--- config.mk ---
export PLATFORM = sky130hd
export DESIGN_NAME = alu_seq
export DESIGN_NICKNAME = d
export VERILOG_FILES = /design/src/rtl/alu_pkg.sv /design/src/rtl/alu_muldiv_iter.sv /design/src/rtl/alu_seq.sv
export SDC_FILE = /design/constraint.sdc
export NUM_CORES = 1
export LEC_CHECK = 0
export CAP_MARGIN = 15
export CORE_ASPECT_RATIO = 1.75
export CORE_MARGIN = 2
export CORE_UTILIZATION = 25
export DETAILED_ROUTE_END_ITERATION = 6
export DONT_BUFFER_PORTS = 1
export GPL_TIMING_DRIVEN = 0
export MAX_ROUTING_LAYER = met4
export SYNTH_ARGS = -nofsm -noshare
export SYNTH_HDL_FRONTEND = slang
export SYNTH_SLANG_ARGS = --single-unit
--- constraint.sdc ---
create_clock -name clk -period 8.6 [get_ports clk]
set_clock_uncertainty 0.15 [all_clocks]
set_input_delay 0.43 -clock clk [delete_from_list [all_inputs] [get_ports clk]]
set_output_delay 0.43 -clock clk [all_outputs]
set_load 0.05 [all_outputs]
--- src/rtl/alu_pkg.sv ---
// alu_seq shared definitions: opcodes, FSM states
// and the op-class helper.
package alu_pkg;

  localparam logic [3:0] OP_ADD  = 4'd0;
  localparam logic [3:0] OP_SUB  = 4'd1;
  localparam logic [3:0] OP_AND  = 4'd2;
  localparam logic [3:0] OP_OR   = 4'd3;
  localparam logic [3:0] OP_XOR  = 4'd4;
  localparam logic [3:0] OP_SLL  = 4'd5;
  localparam logic [3:0] OP_SRL  = 4'd6;
  localparam logic [3:0] OP_SRA  = 4'd7;
  localparam logic [3:0] OP_ROL  = 4'd8;
  localparam logic [3:0] OP_ROR  = 4'd9;
  localparam logic [3:0] OP_SLT  = 4'd10;
  localparam logic [3:0] OP_SLTU = 4'd11;
  localparam logic [3:0] OP_MUL  = 4'd12;
  localparam logic [3:0] OP_MULH = 4'd13;
  localparam logic [3:0] OP_DIVU = 4'd14;
  localparam logic [3:0] OP_REMU = 4'd15;

  typedef enum logic {
    ST_IDLE = 1'b0,
    ST_BUSY = 1'b1
  } state_t;

  // Ops 12..15 run on the iterative engine.
  function automatic logic is_multicycle(
    input logic [3:0] op
  );
    return (op & 4'b1100) == 4'b1100;
  endfunction

endpackage

--- src/rtl/alu_muldiv_iter.sv ---
// Iterative shift-add multiplier / restoring divider,
// one step per clock, WIDTH steps per operation.
module alu_muldiv_iter
  import alu_pkg::*;
#(
  parameter int WIDTH = 8
) (
  input  logic             clk,
  input  logic             rst_n,
  input  logic             start,
  input  logic [WIDTH-1:0] a,
  input  logic [WIDTH-1:0] b,
  input  logic [1:0]       mode,
  output logic             done,
  output logic [WIDTH-1:0] result,
  output logic             overflow,
  output logic             carry
);

  localparam int CW = $clog2(WIDTH) + 1;

  // p holds {hi, lo}: product halves for mul,
  // {remainder, quotient} for div.
  logic [2*WIDTH-1:0] p_q;
  logic [2*WIDTH-1:0] p_nx;
  logic [WIDTH-1:0]   d_q;
  logic [1:0]         mode_q;
  logic               dz_q;
  logic [CW-1:0]      cnt_q;

  logic [WIDTH:0]     r_sh;
  logic [WIDTH:0]     acc;
  logic [WIDTH-1:0]   diff;
  logic               ge;

  // One multiply or divide step on the current state.
  always_comb begin
    r_sh = p_q[2*WIDTH-1:WIDTH-1];
    ge   = r_sh >= {1'b0, d_q};
    diff = r_sh[WIDTH-1:0] - d_q;
    acc  = {1'b0, p_q[2*WIDTH-1:WIDTH]}
         + {1'b0, d_q};
    p_nx = p_q;
    if (mode_q[1]) begin
      if (ge) begin
        p_nx = {diff, p_q[WIDTH-2:0], 1'b1};
      end else begin
        p_nx = {r_sh[WIDTH-1:0],
                p_q[WIDTH-2:0], 1'b0};
      end
    end else begin
      if (p_q[0]) begin
        p_nx = {acc, p_q[WIDTH-1:1]};
      end else begin
        p_nx = {1'b0, p_q[2*WIDTH-1:1]};
      end
    end
  end

  // The final step's outcome is presented while the
  // last count is still pending, so the top can
  // register it on that same edge.
  assign done   = (cnt_q == CW'(1));
  assign result = mode_q[0]
                ? p_nx[2*WIDTH-1:WIDTH]
                : p_nx[WIDTH-1:0];
  assign carry  = (mode_q == 2'b00)
                && (|p_nx[2*WIDTH-1:WIDTH]);
  assign overflow = mode_q[1] && dz_q;

  // Operand load on start, then iterate to zero.
  always_ff @(posedge clk or negedge rst_n) begin
    if (!rst_n) begin
      p_q    <= '0;
      d_q    <= '0;
      mode_q <= '0;
      dz_q   <= 1'b0;
      cnt_q  <= '0;
    end else if (start) begin
      p_q    <= {{WIDTH{1'b0}},
                 (mode[1] ? a : b)};
      d_q    <= mode[1] ? b : a;
      mode_q <= mode;
      dz_q   <= (b == '0);
      cnt_q  <= CW'(WIDTH);
    end else if (cnt_q != '0) begin
      p_q   <= p_nx;
      cnt_q <= cnt_q - CW'(1);
    end
  end

endmodule

--- src/rtl/alu_seq.sv ---
// Registered, valid/ready ALU with single-cycle ops
// and an iterative mul/div engine.
module alu_seq
  import alu_pkg::*;
#(
  parameter int WIDTH = 8
) (
  input  logic             clk,
  input  logic             rst_n,
  input  logic             in_valid,
  output logic             in_ready,
  input  logic [WIDTH-1:0] a,
  input  logic [WIDTH-1:0] b,
  input  logic [3:0]       op,
  output logic             out_valid,
  input  logic             out_ready,
  output logic [WIDTH-1:0] y,
  output logic             overflow,
  output logic             carry,
  output logic             zero,
  output logic             negative,
  output logic             busy
);

  localparam int SW = $clog2(WIDTH);

  state_t state_q;
  state_t state_nx;

  logic             accept;
  logic             start;
  logic             ld_sc;
  logic             eng_done;
  logic [WIDTH-1:0] eng_res;
  logic             eng_ovf;
  logic             eng_carry;

  logic [WIDTH:0]   sum;
  logic [WIDTH:0]   dif;
  logic [SW-1:0]    sh;
  logic [SW-1:0]    rl;
  logic             sat;
  logic [WIDTH-1:0] sc_y;
  logic             sc_ovf;
  logic             sc_carry;
  logic [WIDTH-1:0] ld_y;
  logic             ld_ovf;
  logic             ld_carry;

  assign busy     = (state_q == ST_BUSY);
  assign in_ready = !busy
                  && (!out_valid || out_ready);
  assign accept   = in_valid && in_ready;
  assign start    = accept && is_multicycle(op);
  assign ld_sc    = accept && !is_multicycle(op);

  alu_muldiv_iter #(
    .WIDTH (WIDTH)
  ) u_iter (
    .clk      (clk),
    .rst_n    (rst_n),
    .start    (start),
    .a        (a),
    .b        (b),
    .mode     (op[1:0]),
    .done     (eng_done),
    .result   (eng_res),
    .overflow (eng_ovf),
    .carry    (eng_carry)
  );

  // Single-cycle datapath; shifts saturate, rotates
  // wrap modulo WIDTH.
  always_comb begin
    sum = {1'b0, a} + {1'b0, b};
    dif = {1'b0, a} - {1'b0, b};
    sh  = b[SW-1:0];
    rl  = '0 - sh;
    sat = |b[WIDTH-1:SW];
    sc_y     = '0;
    sc_ovf   = 1'b0;
    sc_carry = 1'b0;
    case (op)
      OP_ADD: begin
        sc_y     = sum[WIDTH-1:0];
        sc_carry = sum[WIDTH];
        sc_ovf   = (a[WIDTH-1] == b[WIDTH-1])
                 && (sum[WIDTH-1] != a[WIDTH-1]);
      end
      OP_SUB: begin
        sc_y     = dif[WIDTH-1:0];
        sc_carry = dif[WIDTH];
        sc_ovf   = (a[WIDTH-1] != b[WIDTH-1])
                 && (dif[WIDTH-1] != a[WIDTH-1]);
      end
      OP_AND: sc_y = a & b;
      OP_OR:  sc_y = a | b;
      OP_XOR: sc_y = a ^ b;
      OP_SLL: begin
        if (sat) sc_y = '0;
        else     sc_y = a << sh;
      end
      OP_SRL: begin
        if (sat) sc_y = '0;
        else     sc_y = a >> sh;
      end
      OP_SRA: begin
        if (sat) sc_y = {WIDTH{a[WIDTH-1]}};
        else     sc_y = $signed(a) >>> sh;
      end
      OP_ROL: sc_y = WIDTH'({a, a} >> rl);
      OP_ROR: sc_y = WIDTH'({a, a} >> sh);
      OP_SLT: begin
        sc_y = {{(WIDTH-1){1'b0}},
                $signed(a) < $signed(b)};
      end
      OP_SLTU: begin
        sc_y = {{(WIDTH-1){1'b0}}, a < b};
      end
      default: ;
    endcase
  end

  assign ld_y     = eng_done ? eng_res   : sc_y;
  assign ld_ovf   = eng_done ? eng_ovf   : sc_ovf;
  assign ld_carry = eng_done ? eng_carry : sc_carry;

  // FSM state register.
  always_ff @(posedge clk or negedge rst_n) begin
    if (!rst_n) state_q <= ST_IDLE;
    else        state_q <= state_nx;
  end

  // FSM next state: idle until a multi-cycle
  // accept, busy until the engine finishes.
  always_comb begin
    state_nx = state_q;
    unique case (state_q)
      ST_IDLE: if (start)    state_nx = ST_BUSY;
      ST_BUSY: if (eng_done) state_nx = ST_IDLE;
      default: state_nx = ST_IDLE;
    endcase
  end

  // Output register with its own valid; holds
  // steady under backpressure.
  always_ff @(posedge clk or negedge rst_n) begin
    if (!rst_n) begin
      out_valid <= 1'b0;
      y         <= '0;
      overflow  <= 1'b0;
      carry     <= 1'b0;
      zero      <= 1'b0;
      negative  <= 1'b0;
    end else if (ld_sc || eng_done) begin
      out_valid <= 1'b1;
      y         <= ld_y;
      overflow  <= ld_ovf;
      carry     <= ld_carry;
      zero      <= (ld_y == '0);
      negative  <= ld_y[WIDTH-1];
    end else if (out_ready) begin
      out_valid <= 1'b0;
    end
  end

endmodule

# == Yosys cells after proc, flatten, opt, wreduce, memory -nomap -nowiden ==
# Cells that the tools add are included.
# totals
reg_bits,45
input_bits,24
# op_classes
addsub,6
n_lt_le_gt_ge,3
n_eq_ne,17
shift,5
muxes,24
n_bitwise,4
n_reduce_logical,22
# op_table
op,count
case mux 8 bit (12 select lines),1
two-way mux 16 bit,5
two-way mux 8 bit,7
>> shifter 16 x 3 -> 8 bit,2
adder 8 x 8 -> 9 bit,2
== test 4 x 3 -> 1 bit (second input constant),4
== test 4 bit (second input constant),4
logical NOT 8 bit,2
< comparator 8 bit,2
greater-or-equal comparator 9 x 8 -> 1 bit,1
subtractor 8 x 8 -> 9 bit,1
bitwise AND 8 bit,1
== test 4 x 1 -> 1 bit (second input constant),2
== test 4 x 2 -> 1 bit (second input constant),2
logical AND 1 bit,8
two-way mux 4 bit,2
OR 8 bit,1
OR reduction 8 bit,1
<< shifter 8 x 3 -> 8 bit,1
>> shifter 8 x 3 -> 8 bit,1
>>> shifter 8 x 3 -> 8 bit,1
subtractor 8 bit,1
XOR 8 bit,1
two-way mux 1 bit,6
14 further kinds,22

# == Depth between registers and ports, before layout ==
# Gate-level depths: netlist of run 1.
# logic_depth
depth_word,7
depth_mapped,13

# == Modules after synthesis ==
# From an unflattened synthesis of run 1, not the netlist that was laid out.
# unflattened
cells_unflattened,731
hier_area_um2,5780.5
# by_module_without_submodules
module,n_inst,cells_each,area_each_um2,seq_area_each_um2
alu_seq,1,412,3022.9,325.3
alu_muldiv_iter,1,319,2757.6,775.7

# == Worst setup path before layout of run 1 ==
# No wires, ideal clock.
# synth_timing
path_type,input port to flip-flop
from,input b[1]
to,register zero
arrival_ps,3651
required_time_ps,8382
path_slack_ps,4731
stages,13
cell_sequence,buf_4 buf_2 inv_1 ha_1 or2_2 a211o_1 a2111oi_0 a2111o_1 nand4b_1 a221oi_1 or4b_1 a2111oi_1 a32o_1
# synth_between
elab_chain_len,5
word_cells_on_any_way,19
cone_classes,3 x add/sub; 2 x order compare; 5 x shift; 5 x mux; 3 x bitwise; 1 x reduce/logical
# synth_lines
element,line_no,rtl
"start, declared",alu_seq.sv:13,"input logic [WIDTH-1:0] b,"
"subtractor 1 x 3 -> 3 bit, or another cell as far along",alu_seq.sv:78,rl = '0 - sh;
">> shifter 16 x 3 -> 8 bit, or another cell as far along",alu_seq.sv:111,"OP_ROL: sc_y = WIDTH'({a, a} >> rl);"
case mux 8 bit (12 select lines) *,alu_seq.sv:83,case (op)
two-way mux 8 bit *,alu_seq.sv:124,assign ld_y = eng_done ? eng_res : sc_y;
logical NOT 8 bit *,alu_seq.sv:160,zero <= (ld_y == '0);
"end signal, assigned",alu_seq.sv:160,
"end, declared",alu_seq.sv:20,"output logic zero,"
# Mark *: on every way between the ends. The rest lies on a longest branch, timed or not.
# A chain may end at the register's enable or synchronous reset.

# == Worst setup path in the final report of run 1 ==
# Same ends and word-level chain as after synthesis.

==> impl_metrics.toml, run 1 <==
[die]
ios = 39
coreArea_um2 = 22560
initial_core_util_pct = 25.22
die_w_um = 118.0
die_h_um = 203.6
dieArea_um2 = 24030
rows = 73

[worst_setup_path]
critPathArrivalTime_ns = 4.58
r2r_cells = 11
crit_path_start = "b[1]"
end_kind = "flop"
worstPathCellList = "buf_4, buf_2, inv_1, ha_1, or2_2, a211o_1, a2111oi_0, a2111o_1, nand4b_1, a221oi_1, or4b_1, a2111oi_1, a32o_1"
crit_required_ns = 8.69
endpoint = "zero"
rr_endpoint = "zero"
worst_setup_path_start_kind = "input port"
cp_slowest_cell = "a221oi_1"
reg2reg_from = "u_iter.p_q[14]"
max_stage_delay_ns = 0.52
ff2ff_setup_slack_ns = 4.30
critPathMaxFanout = 10
worstSetupPathType = "input port to flop"

[synthesis]
synth_cell_type_count = 77
yosys_warnings = 0
synth-edff-count = 0
synthesis.area_um2 = 5689
synthArstFlopShare_pct = 100.0
synth-seq-cells = 44
synth_ff_type = "dfrtp_1"
ys_seq_area_share_pct = 19.35
syn_avg_cell_area_um2 = 7.847
syn_inst = 725
syn_nets = 798

[clock_network]
htreeDepth = 2
clock_latency_ns = 0.30
cts_tree = "built"
cts_sinks = 44
postCtsSetupBuffers = 0
clockBufferDepth = 2
clk_pin_slew_ns = 0.07
cts_root_buf = "clkbuf_16"
numCtsBuffers = 5

[timing]
finalHoldViolations = 0
max-slew-margin-rel_pct = 26.24
post-route-period-util_pct = 52.19
final_max_slew_viol_count = 0
hold_slack_ns = 0.1679
rsz0062_at_grt = "false"
period_minus_slack_ns = 4.488
setup_viol = 0
fmax_mhz = 222.8
setup_tns_ns = 0
worst_pin_slew_ns = 1.096
setup_ws_ns = 4.112

[grt]
grt_pass1_wl_um = 34140
grt_max_degree = 45
antenna_found_initial = 0
grt_usage_pct = 19.09
grt_pass1_vias = 5864
grt_remaining_overflow = 0

[drt]
final_antenna_net_count = 0
drc = 0
drtPass1Iterations = 5
wire_per_inst_um = 21.75
wl_um = 22570
num_vias = 5862
drtIter0Drc = 379
via_per_inst = 5.647

[finish]
fillers = 2501
layout_common_cells = "nand2_1 (77), nor2_1 (68), a21oi_1 (56), ha_1 (45), dfrtp_1 (44)"
multi_input_area_um2 = 4209
final_nets = 810
seq_area_um2 = 1101
layout-drive-gt1-share_pct = 7.317
area_growth_pct = 10.75
mostFrequentLayoutCell = "nand2_1"
final_util_pct = 27.93
antennaDiodeCount = 0

[pwr]
p_int_mw = 1.006
power_frac_clock_pct = 10.4
p_leak_nw = 2.632
sw_frac_of_total_pct = 53.95
seq_power_share_pct = 25.1
power_density_nw_per_um2 = 346.9
power.share.combinational_pct = 64.4
peakVddDrop_v = 0.00009380
power_mw = 2.186
switching_power_mw = 1.179

[placement]
dp_slack_ns = 3.852
io_buffers = 0
gp_congestion = 1.025
dp_hpwl_um = 17980

[job]
maxCapViolCount = 0

[run_status]
status = "complete, no violations"

[min_path]
hold_path.class = "input port to flop"
[Yosys cell counts (4+ instances only)]
master / count / area share, %
a2111oi_0: 4 / 0.62
a211o_1: 4 / 0.62
a211oi_1: 17 / 2.2
a21o_1: 9 / 1.2
a21oi_1: 56 / 4.9
a221oi_1: 6 / 0.92
a22oi_1: 4 / 0.53
a31oi_1: 6 / 0.66
and2_1: 6 / 0.66
buf_1: 7 / 0.46
buf_2: 5 / 0.44
clkbuf_1: 34 / 2.2
dfrtp_1: 44 / 19
fa_1: 4 / 1.4
ha_1: 45 / 9.9
inv_1: 40 / 2.6
mux2_2: 8 / 1.6
mux2i_1: 43 / 7.6
mux4_2: 10 / 4.0
nand2_1: 77 / 5.1
nand2b_1: 8 / 0.88
nand3_1: 19 / 1.7
nand3b_1: 5 / 0.66
nand4_1: 8 / 0.88
nor2_1: 68 / 4.5
nor2b_1: 8 / 0.88
nor3_1: 13 / 1.1
nor4_1: 4 / 0.44
o211ai_1: 14 / 1.8
o21a_1: 4 / 0.53
o21ai_0: 39 / 3.4
o21bai_1: 4 / 0.53
o22ai_1: 6 / 0.66
or2_2: 4 / 0.44
xnor2_1: 11 / 1.7
xor2_1: 7 / 1.1
[registers in the layout (all words and copies together), names as in the netlist]
| signal | cells |
|---|---|
| busy | 1 |
| carry | 1 |
| out_valid | 1 |
| overflow | 1 |
| u_iter.cnt_q | 4 |
| u_iter.d_q | 8 |
| u_iter.dz_q | 1 |
| u_iter.mode_q | 2 |
| u_iter.p_q | 16 |
| y | 8 |
| zero | 1 |
[power groups by stage]
stage	clock [mW]	sequential (mW)	combinational (mW)
floorplan	0	0.495	1.04
finish	0.228	0.550	1.41
detailed placement	0	0.550	1.37
global placement	0	0.549	1.34
CTS	0.229	0.547	1.39
global route	0.237	0.562	1.55
[cell type report]
type	count	share of cell area, %
multi-input combinational	588	66.80
sequential	44	17.47
timing repair buffer	5	1.033
clock inverter	3	0.7347
clock buffer	5	1.986
inverter	42	2.502
tap	300	5.957
buffer	51	3.515
[worst min path at each step]
stage / startpoint / to / slack (ns) / cells after the start
finish: out_ready / out_valid / 0.17 / 2
global route: out_ready / out_valid / 0.19 / 2
CTS: out_ready / out_valid / 0.16 / 2
detailed placement: rst_n / y[0] / -0.01 / 0
global placement: rst_n / y[0] / -0.01 / 0
floorplan: rst_n / busy / -0.02 / 0
[repair_timing]
item	in CTS	in global routing
gates resized for setup	0	0
hold buffers	2	0
endpoints found under the hold margin	44	0
[layer usage]
layer / wire length (um) / track usage (%) / part of all wire (%) / up-vias
li1: - / - / - / 2700
met1: 7254 / 16.31 / 32 / 2786
met2: 11960 / 35.88 / 53 / 249
met3: 1041 / 2.685 / 4.6 / 127
met4: 2312 / 16.48 / 10 / 0
met5: 0 / - / 0 / -
[worst max-delay path: cells and delay by family]
family	cells	cell delay, ns
adders and majority gates	1	0.41
and+or+nand+nor	3	0.95
buffers and inverters	3	0.70
AOI/OAI and AO/OA	6	2.10
[metrics by stage]
stage	instance area, um^2	cells
after global placement	6065	1025
after global routing	6301	1038
after detailed placement	6087	1027
after floorplan	5689	725
after CTS	6296	1037
final	6301	1038
[cell families after synthesis]
group | Yosys count | share of synthesized area (%)
simple gates | 245 | 20.96
mux | 62 | 13.50
compound gates | 214 | 25.45
xor+xnor | 18 | 2.771
buf+inv | 93 | 6.663
fa+ha+maj | 49 | 11.30
flops | 44 | 19.35
(Power assumes the default switching activity.)
==> inputs of run 2 (changes only) <==
==> constraint.sdc (replaced) <==
create_clock -name clk -period 3.8 [get_ports clk]
set_clock_uncertainty 0.15 [all_clocks]
set_input_delay 0.19 -clock clk [delete_from_list [all_inputs] [get_ports clk]]
set_output_delay 0.19 -clock clk [all_outputs]
set_load 0.05 [all_outputs]
==> run 2 against run 1 <==
  * The run now ends with hold timing left
  * Wire length up 3.3%
  * Via count increased by 2.0%
  * Non-clock buffer count grew 19
  * Setup slack lost 4.1 ns
  * Clock power up 130%
  * Combinational power increased to 2.5 times the previous value
  * Critical path type is now flop to flop
  * Highest routed layer unchanged
==> impl_metrics.toml, run 2 (synthesis gave the netlist of run 1 again) <==
[finish]
final_area_um2 = 6656
mostFrequentLayoutCell = "nand2_1"
fillers = 2474
largest-register = "u_iter.p_q"
antennaDiodeCount = 0
multi_input_area_um2 = 4383
final_nets = 829
largestRegisters = "u_iter.p_q (16), u_iter.d_q (8), y (8)"
layout_common_cells = "nand2_1 (77), nor2_1 (68), a21oi_1 (53), dfrtp_1 (42), mux2i_1 (41)"
largest_reg_flops = 16
seq_area_um2 = 1104
area_growth_pct = 17.00
layout-drive-gt1-share_pct = 11.89
final_util_pct = 29.50

[die]
ios = 39
rows = 73
initial_core_util_pct = 25.22
coreArea_um2 = 22560
dieArea_um2 = 24030
die_w_um = 118.0
die_h_um = 203.6

[placement]
dp_hpwl_um = 17980
place_area_um2 = 6087
gp_congestion = 1.025
io_buffers = 0
dp_slack_ns = -0.7084

[grt]
grt_max_degree = 45
grt_remaining_overflow = 0
grt_usage_pct = 19.53
grt_pass1_wl_um = 35000
antenna_found_initial = 0
grt_pass1_vias = 6017

[timing]
finalHoldViolations = 1
final_max_slew_viol_count = 0
period_minus_slack_ns = 3.739
post-route-period-util_pct = 98.40
fmax_mhz = 267.4
worst_pin_slew_ns = 0.9062
setup_ws_ns = 0.06083
max-slew-margin-rel_pct = 39.12
setup_viol = 0
hold_slack_ns = -0.01699

[drt]
drtIter0Drc = 390
num_vias = 5981
wl_um = 23330
final_antenna_net_count = 0
drtPass1Iterations = 6
via_per_inst = 5.658
wire_per_inst_um = 22.07
drc = 0

[worst_setup_path]
path_delay_family = "compound AO/OA/AOI/OAI gates"
critPathMaxFanout = 9
critPathArrivalTime_ns = 3.83
cp_slowest_cell = "dfrtp_2"
worst_setup_path_start_kind = "flop"
crit_required_ns = 3.89
end_kind = "flop"
worstSetupPathType = "flop to flop"
cp_common_cell = "a32o_1"
crit_buf_inv = 2
max_stage_delay_ns = 0.46
ff2ff_setup_slack_ns = 0.06
worstPathCellList = "ha_4, buf_6, nand4b_1, or2_4, o211ai_1, buf_4, mux2_2, a21oi_4, nand2_1, a32o_1, a2111oi_2, a32o_1"

[clock_network]
clk_pin_slew_ns = 0.07
numCtsBuffers = 5
cts_sinks = 44
cts_tree = "built"
htreeDepth = 2
clock_latency_ns = 0.30
cts_root_buf = "clkbuf_16"
clockBufferDepth = 2

[job]
maxCapViolCount = 0

[min_path]
hold_path.class = "input port to flop"

[run_status]
status = "complete, but fails checks"
violations = "hold timing"

[pwr]
power_mw = 5.364
power_density_nw_per_um2 = 805.8
peakVddDrop_v = 0.0002364
p_leak_nw = 2.736
==> run 2: per-stage QoR <==
step	hold WS, ns	std cells	setup TNS (ns)
global route	0.01164	1057	-0.05293
global placement	-0.2536	1025	-0.7333
floorplan	-0.2556	725	0
detailed placement	-0.2534	1027	-0.7084
CTS	0.008235	1049	0
finish	-0.01699	1057	0
==> run 2: layout make-up <==
cell class	count	area share (%)
clock buffer	5	1.880
multi-input combinational	588	65.85
tap	300	5.639
buffer	51	3.534
inverter	42	2.444
sequential	44	16.58
clock inverter	3	0.6955
timing repair buffer	24	3.383
==> run 2: worst paths after layout <==
check,from,endpoint,cells past startpoint
max in group asynchronous,rst_n,u_iter.p_q[14],2
min,b[3],u_iter.d_q[3],2
max,u_iter.p_q[14],zero,12
min in group asynchronous,rst_n,y[1],2
min reg2reg,u_iter.d_q[2],u_iter.d_q[2],2
max reg2reg,u_iter.p_q[14],zero,12
==> run 2: timing repair <==
action / in CTS / in global routing
resized for setup: 19 / 19
setup buffers: 5 / 7
setup endpoints to repair: 1 / 1
hold endpoints to repair: 56 / 0
pin swaps: 2 / 7
hold buffers: 9 / 0
==> run 2: routing by layer <==
layer | track usage [%] | vias to the layer above | wire (um)
met2 | 36.11 | 291 | 12290
met5 | - | - | 0
met1 | 16.43 | 2827 | 7302
met3 | 2.908 | 126 | 1212
met4 | 18.50 | 0 | 2525
li1 | - | 2737 | -
==> run 2: report_power, final <==
group | leakage, nW | total [mW] | internal, mW | switching [mW]
logic | 2.12 | 3.59 | 1.52 | 2.07
registers | 0.537 | 1.26 | 0.711 | 0.547
clock network | 0.0804 | 0.517 | 0.313 | 0.204
